===== src/rtl/booth_mult_seq.sv =====
// Sequential radix-2 Booth multiplier for signed or unsigned operands, one Booth step per cycle.
// Latency WIDTH+2 cycles from start to done; no backpressure, and start is ignored unless idle.
module booth_mult_seq #(
    parameter int WIDTH = 8
) (
    input  logic                 clk,
    input  logic                 rst,
    input  logic                 start,
    input  logic                 is_signed,
    input  logic [WIDTH-1:0]     m,
    input  logic [WIDTH-1:0]     q,
    output logic                 busy,
    output logic                 done,
    output logic [2*WIDTH-1:0]   product
);

    localparam int CW = $clog2(WIDTH + 2);
    localparam logic [CW-1:0] CNT_INIT = CW'(WIDTH + 1);

    typedef enum logic [1:0] {
        IDLE = 2'd0,
        RUN  = 2'd1,
        DONE = 2'd2
    } state_t;

    state_t state, state_nxt;

    logic [WIDTH:0]   a_reg;
    logic [WIDTH:0]   q_reg;
    logic [WIDTH:0]   m_reg;
    logic             qm1;
    logic [CW-1:0]    cnt;

    logic             load;
    logic             step;
    logic             last_step;

    logic [WIDTH+1:0] a_ext;
    logic [WIDTH+1:0] m_ext;
    logic [WIDTH+1:0] sum;
    logic [WIDTH:0]   a_nxt;
    logic [WIDTH:0]   q_nxt;

    assign last_step = (cnt == CW'(1));

    always_ff @(posedge clk) begin
        if (rst) begin
            state <= IDLE;
        end else begin
            state <= state_nxt;
        end
    end

    always_comb begin
        state_nxt = state;
        busy      = 1'b0;
        done      = 1'b0;
        load      = 1'b0;
        step      = 1'b0;
        case (state)
            IDLE: begin
                if (start) begin
                    load      = 1'b1;
                    state_nxt = RUN;
                end
            end
            RUN: begin
                busy = 1'b1;
                step = 1'b1;
                if (last_step) begin
                    state_nxt = DONE;
                end
            end
            DONE: begin
                done      = 1'b1;
                state_nxt = IDLE;
            end
            default: begin
                state_nxt = IDLE;
            end
        endcase
    end

    // One extra guard bit on the add keeps A+/-M exact before the arithmetic shift.
    always_comb begin
        a_ext = {a_reg[WIDTH], a_reg};
        m_ext = {m_reg[WIDTH], m_reg};
        case ({q_reg[0], qm1})
            2'b01:   sum = a_ext + m_ext;
            2'b10:   sum = a_ext - m_ext;
            default: sum = a_ext;
        endcase
        a_nxt = sum[WIDTH+1:1];
        q_nxt = {sum[0], q_reg[WIDTH:1]};
    end

    always_ff @(posedge clk) begin
        if (rst) begin
            a_reg   <= '0;
            q_reg   <= '0;
            m_reg   <= '0;
            qm1     <= 1'b0;
            cnt     <= '0;
            product <= '0;
        end else if (load) begin
            m_reg <= is_signed ? {m[WIDTH-1], m} : {1'b0, m};
            q_reg <= is_signed ? {q[WIDTH-1], q} : {1'b0, q};
            a_reg <= '0;
            qm1   <= 1'b0;
            cnt   <= CNT_INIT;
        end else if (step) begin
            a_reg <= a_nxt;
            q_reg <= q_nxt;
            qm1   <= q_reg[0];
            cnt   <= cnt - CW'(1);
            if (last_step) begin
                product <= {a_nxt[WIDTH-2:0], q_nxt};
            end
        end
    end

endmodule


===== config.mk =====
export PLATFORM = sky130hd
export DESIGN_NAME = booth_mult_seq
export DESIGN_NICKNAME = d
export VERILOG_FILES = /design/src/rtl/booth_mult_seq.sv
export SDC_FILE = /design/constraint.sdc
export NUM_CORES = 1
export LEC_CHECK = 0
export ABC_CLOCK_PERIOD_IN_PS = 2800
export CORE_UTILIZATION = 45
export DETAILED_ROUTE_END_ITERATION = 16
export PLACE_DENSITY = 0.67
export SLEW_MARGIN = 20
export SYNTH_ARGS = -nofsm -noshare
export SYNTH_HDL_FRONTEND = slang
export SYNTH_SLANG_ARGS = --single-unit
export TNS_END_PERCENT = 20

===== constraint.sdc =====
create_clock -name clk -period 2.8 [get_ports clk]
set_input_delay 0.56 -clock clk [delete_from_list [all_inputs] [get_ports clk]]
set_output_delay 0.56 -clock clk [all_outputs]
set_load 0.005 [all_outputs]

==> impl_metrics.yaml, run 1 <==
place:
  dp_hpwl_um: 4150
  placed_cells: 405
  routabilityCongestion: 0.848
  io_buffers: 37
timing:
  slew_headroom: 0.663
  fin_crit_ns: 2.56
  hold_violations: 0
  fin_setup_tns_ns: 0
  skew_ns: 0.00571
  rsz0062_at_grt: "no"
  fin_crit_sh: 0.916
  fmax_mhz: 390
  drv_slew: 0
  worst_pin_slew_ns: 0.503
  setup_violations: 0
setup_path:
  path_buf_inv: 0
  critPathMaxStageDelay_ns: 0.39
  cp_top_family: "compound AO/OA/AOI/OAI gates"
  worstPathRequired_ns: 3.03
  crit_path_start: "q_reg[0]$_SDFFE_PP0P_"
  cp-start-kind: "flip-flop"
  worstPathCellList: "ha_2 -> mux2i_2 -> ha_1 -> nor2b_1 -> o2111ai_1 -> a21oi_1 -> o21a_1 -> or4_1 -> a21oi_1"
  path_class: "reg -> reg"
  crit_path_top_delay_cell: "or4_1"
  regToRegSetupSlack_ns: 0.24
  rr_worst_depth: 9
  crit_cells: 9
  r2r-end: "a_reg[8]$_SDFFE_PP0P_"
  critPathArrivalTime_ns: 2.80
  crit_path_end: "a_reg[8]$_SDFFE_PP0P_"
  r2r-start: "q_reg[0]$_SDFFE_PP0P_"
  end_kind: "flip-flop"
  cp_max_fo: 9
  crit_path_frequent_cell: "a21oi_1"
synth:
  synth_flop_cell: "dfxtp_1"
  async_reset_ff_frac: 0
  syn-instance-count: 310
  ys_seq_area_frac: 0.405
  yosys_register_bits: 50
  synthDistinctLibCells: 35
  syn_area_um2: 2470
  synth_edf_count: 0
  synth_fp_nets: 344
  postSynthAreaPerCell_um2: 7.98
  yosysWarnings: 0
final_layout:
  diodes: 0
  layout_commonest_cell: "nand2_1"
  largest_register: "product"
  area.growth.synth_to_final_pct: 21.9
  largest_register_ffs: 16
  fin_cells: 413
  final_cell_mix: "nand2_1, dfxtp_1, a21oi_1, clkdlybuf4s50_1, nor2_1"
  nNetsFinal: 376
  drive_gt1_frac: 0.0496
floorplan:
  dieArea_um2: 5800
  start_util: 0.475
  pin_count: 38
  core_um2: 5200
  die_x_um: 76.1
  rows: 26
  fp.dieH_um: 76.1
power_and_ir_drop:
  peakVddDrop_mv: 0.309
  power.total_mw: 1.78
  p_per_area_nw_per_um2: 591
  p_leak_nw: 1.13
grt:
  antenna_found_initial: 0
  grt_pass1_wl_um: 9550
  grt-ovfl-total: 0
  grt_use_total: 0.205
  grt_max_degree: 34
  grt_pass1_vias: 2050
cts:
  cts_resized: 0
  cts_root_buffer: "clkbuf_8"
  holdBufCountCts: 0
  cts_made_buffers: 5
  htree_levels: 2
  post_cts_buffers: 0
  cts_tree: "done"
  clk_pin_slew_ns: 0.09
  clock_path_buffers: 2
  cts_sinks: 50
  insertion_delay_ns: 0.30
min_path:
  hp-class: "reg -> reg"
detailed_routing:
  drt-pass1-iter-count: 4
  maxUsedRoutingLayer: "met4"
  vias: 2178
  wl_um: 5580
  drt-met1-wl_um: 2750
  wl_met3_um: 214
  antenna_left: 0
  drc_errors: 0
  wl_met2_um: 2540
  wire_per_inst_um: 13.5
  drtIter0Drc: 109
  drt-vias-per-instance: 5.27
job:
  drv_cap: 0
outcome:
  status: "finished, final reports clean"
metal layers:
layer | track usage | up-vias
li1 | - | 1125
met1 | 0.271 | 996
met2 | 0.330 | 48
met3 | 0.0419 | 9
met4 | 0.0750 | 0
met5 | 0 | -
cells by family after synthesis:
logic type	after synthesis	synth area share
AND/OR/NAND/NOR	112	0.196
AO/OA/AOI/OAI	84	0.200
flip-flops	50	0.405
buffers and inverters	27	0.0415
XOR/XNOR	17	0.0602
adder cells (fa/ha/maj)	14	0.0739
multiplexers	6	0.0243
worst min-delay path by stage:
stage | startpoint | endpoint | depth (start not counted)
final | product[4]$_SDFFE_PP0P_ | product[4]$_SDFFE_PP0P_ | 2
after global routing | product[1]$_SDFFE_PP0P_ | product[1]$_SDFFE_PP0P_ | 2
after CTS | product[4]$_SDFFE_PP0P_ | product[4]$_SDFFE_PP0P_ | 2
after detailed placement | product[4]$_SDFFE_PP0P_ | product[4]$_SDFFE_PP0P_ | 2
after global placement | qm1$_SDFFE_PP0P_ | qm1$_SDFFE_PP0P_ | 2
after floorplan | qm1$_SDFFE_PP0P_ | qm1$_SDFFE_PP0P_ | 2
power by group:
group | internal, mW | switching, mW | leakage (nW)
clock | 0.267 | 0.229 | 0.0524
combinational | 0.221 | 0.270 | 0.672
sequential | 0.754 | 0.0410 | 0.408
total | 1.24 | 0.540 | 1.13
cell usage after synthesis (2+ instances only):
| cell type | instances | area (um^2) |
|---|---|---|
| a21o_1 | 3 | 22.5 |
| inv_1 | 11 | 41.3 |
| ha_1 | 13 | 163 |
| o21a_1 | 2 | 15.0 |
| clkbuf_1 | 13 | 48.8 |
| mux2i_1 | 6 | 60.1 |
| nor2_1 | 29 | 109 |
| nor2b_1 | 2 | 12.5 |
| a22oi_1 | 8 | 60.1 |
| nand3_1 | 4 | 20.0 |
| o31ai_1 | 2 | 15.0 |
| a211oi_1 | 8 | 60.1 |
| xnor2_1 | 11 | 96.3 |
| buf_1 | 2 | 7.51 |
| nor4_1 | 2 | 12.5 |
| o21ai_0 | 9 | 45.0 |
| nand2_1 | 61 | 229 |
| xor2_1 | 6 | 52.6 |
| nor3_1 | 5 | 25.0 |
| a21oi_1 | 47 | 235 |
| dfxtp_1 | 50 | 1000 |
| nand2b_1 | 3 | 18.8 |
final cells by class:
| cell class | instances | area, um^2 |
|---|---|---|
| Inverter | 11 | 41.3 |
| Clock buffer | 7 | 76.3 |
| Clock inverter | 1 | 30.0 |
| Timing Repair Buffer | 41 | 400 |
| Sequential cell | 50 | 1000 |
| Multi-Input combinational cell | 233 | 1380 |
| Fill cell | 495 | 2190 |
| Tap cell | 70 | 87.6 |
stage by stage:
step / setup slack [ns] / cell area [um^2] / utilization / hold WS, ns
floorplan: 0.345 / 2470 / - / 0.436
global placement: 0.187 / 2900 / 0.557 / 0.444
CTS: 0.113 / 3010 / 0.578 / 0.461
detailed placement: 0.140 / 2900 / 0.557 / 0.448
finish: 0.236 / 3020 / 0.579 / 0.456
global route: 0.0470 / 3020 / 0.579 / 0.479
worst min-delay path, delay by kind of cell (launching register included):
| kind | cells | cell delay [ns] |
|---|---|---|
| flops | 1 | 0.31 |
| compound gates | 1 | 0.05 |
| simple gates | 1 | 0.05 |
Note: power is estimated with default switching activity, not from simulation.
==> run 2: changes to the inputs <==
--- a/config.mk
+++ b/config.mk
@@ -6,9 +6,9 @@
 export NUM_CORES = 1
 export LEC_CHECK = 0
 export ABC_CLOCK_PERIOD_IN_PS = 2800
-export CORE_UTILIZATION = 45
+export CORE_UTILIZATION = 53
 export DETAILED_ROUTE_END_ITERATION = 16
-export PLACE_DENSITY = 0.67
+export PLACE_DENSITY = 0.77
 export SLEW_MARGIN = 20
 export SYNTH_ARGS = -nofsm -noshare
 export SYNTH_HDL_FRONTEND = slang
==> run 2 against run 1 <==
Against the previous run:
- sequential power about the same
- clock power up 9.5%
- clock skew up 0.0048 ns
- highest routed layer unchanged
- first-iteration DRC count down 4.6%
- via count down 0.78%
- power up 2.3%
==> impl_metrics.yaml, run 2 (synthesized netlist as in run 1, its figures left out) <==
cts:
  htree_levels: 2
  insertion_delay_ns: 0.31
  clock_path_buffers: 2
  cts_root_buffer: "clkbuf_8"
  cts_tree: "done"
  cts_made_buffers: 5
  cts_sinks: 50
  post_cts_buffers: 0
  clk_pin_slew_ns: 0.10
final_layout:
  largest_register_ffs: 16
  largest_register: "product"
  area.growth.synth_to_final_pct: 21.9
  layout_commonest_cell: "nand2_1"
  diodes: 0
  fill_cells: 390
  final_cell_mix: "nand2_1, dfxtp_1, a21oi_1, clkdlybuf4s50_1, nor2_1"
  drive_gt1_frac: 0.0581
  fin_cells: 396
  nNetsFinal: 377
detailed_routing:
  wl_um: 5210
  antenna_left: 0
  drt-pass1-iter-count: 4
  vias: 2161
  drt-vias-per-instance: 5.46
  drtIter0Drc: 104
  wire_per_inst_um: 13.2
  drc_errors: 0
grt:
  grt_pass1_vias: 2041
  antenna_found_initial: 0
  grt_pass1_wl_um: 9050
  grt_max_degree: 39
  grt-ovfl-total: 0
  grt_use_total: 0.228
floorplan:
  fp.dieH_um: 70.3
  start_util: 0.560
  die_x_um: 70.3
  pin_count: 38
  dieArea_um2: 4940
  rows: 24
  core_um2: 4410
setup_path:
  regToRegSetupSlack_ns: 0.20
  path_class: "reg -> reg"
  rr_worst_depth: 9
  cp-start-kind: "flip-flop"
  end_kind: "flip-flop"
  worstPathRequired_ns: 3.04
  critPathArrivalTime_ns: 2.83
  cp_max_fo: 9
min_path:
  holdPathStages: 2
  hp-class: "reg -> reg"
timing:
  fin_crit_sh: 0.927
  fin_setup_tns_ns: 0
  skew_ns: 0.0105
  fmax_mhz: 385
  rsz0062_at_grt: "no"
  setup_violations: 0
  hold_violations: 0
  slew_headroom: 0.648
  fin_crit_ns: 2.60
  worst_pin_slew_ns: 0.527
  drv_slew: 0
power_and_ir_drop:
  p_per_area_nw_per_um2: 605
  p_leak_nw: 1.15
  peakVddDrop_mv: 0.579
job:
  drv_cap: 0
place:
  routabilityCongestion: 0.925
  dp_hpwl_um: 3780
  placed_cells: 388
  io_buffers: 37
outcome:
  status: "finished, final reports clean"
run 2: changes by cell type in the layout (fill, tap and decap cells not counted):
cell,previous run,this run
inv_6,0,1
clkbuf_8,5,6
buf_4,4,5
clkbuf_1,2,0
run 2: final cells by class:
type / instances / area [um^2] / share of cell area
timing repair buffer: 42 / 408 / 0.135
inverter: 11 / 41.3 / 0.0137
multi-input combinational: 233 / 1380 / 0.456
clock inverter: 2 / 38.8 / 0.0129
clock buffer: 6 / 82.6 / 0.0274
sequential: 50 / 1000 / 0.333
tap: 52 / 65.1 / 0.0216
run 2: power breakdown:
part | switching (mW) | internal [mW]
Clock | 0.250 | 0.294
Sequential | 0.0385 | 0.754
Combinational | 0.264 | 0.223
run 2: path summary, 6_finish.rpt:
path / startpoint / end
worst max-delay path: q_reg[0]$_SDFFE_PP0P_ / a_reg[8]$_SDFFE_PP0P_
worst min-delay path: product[4]$_SDFFE_PP0P_ / product[4]$_SDFFE_PP0P_
worst max register to register: q_reg[0]$_SDFFE_PP0P_ / a_reg[8]$_SDFFE_PP0P_
worst min register to register: product[4]$_SDFFE_PP0P_ / product[4]$_SDFFE_PP0P_
run 2: worst max-delay path, cell delays in order (launching register included):
cell	delay, ns
dfxtp_1	0.38
ha_2	0.32
mux2i_2	0.30
ha_1	0.27
nor2b_1	0.14
o2111ai_1	0.27
a21oi_1	0.14
o21a_1	0.19
or4_1	0.39
a21oi_1	0.15
run 2: stage by stage:
step	area [um^2]	setup slack, ns	util	power, mW	hold WS [ns]
final	3020	0.203	0.683	1.82	0.458
after global routing	3020	0.0373	0.683	1.93	0.493
after CTS	3010	0.0531	0.681	1.83	0.460
after detailed placement	2890	0.0959	0.654	1.29	0.447
after global placement	2890	0.197	0.654	1.28	0.444
after floorplan	2470	0.345	-	1.16	0.436
run 2: repair_timing:
item / CTS / global route
gates resized for setup: 0 / 4
setup endpoints to repair: 0 / 3
hold buffers: 0 / 0
endpoints found under the hold margin: 0 / 0
run 2: metal layers:
| layer | global-route usage | wire length [um] |
|---|---|---|
| met1 | 0.287 | 2430 |
| met2 | 0.390 | 2550 |
| met4 | 0.0644 | 54 |
| met3 | 0.0462 | 176 |
| met5 | 0 | 0 |
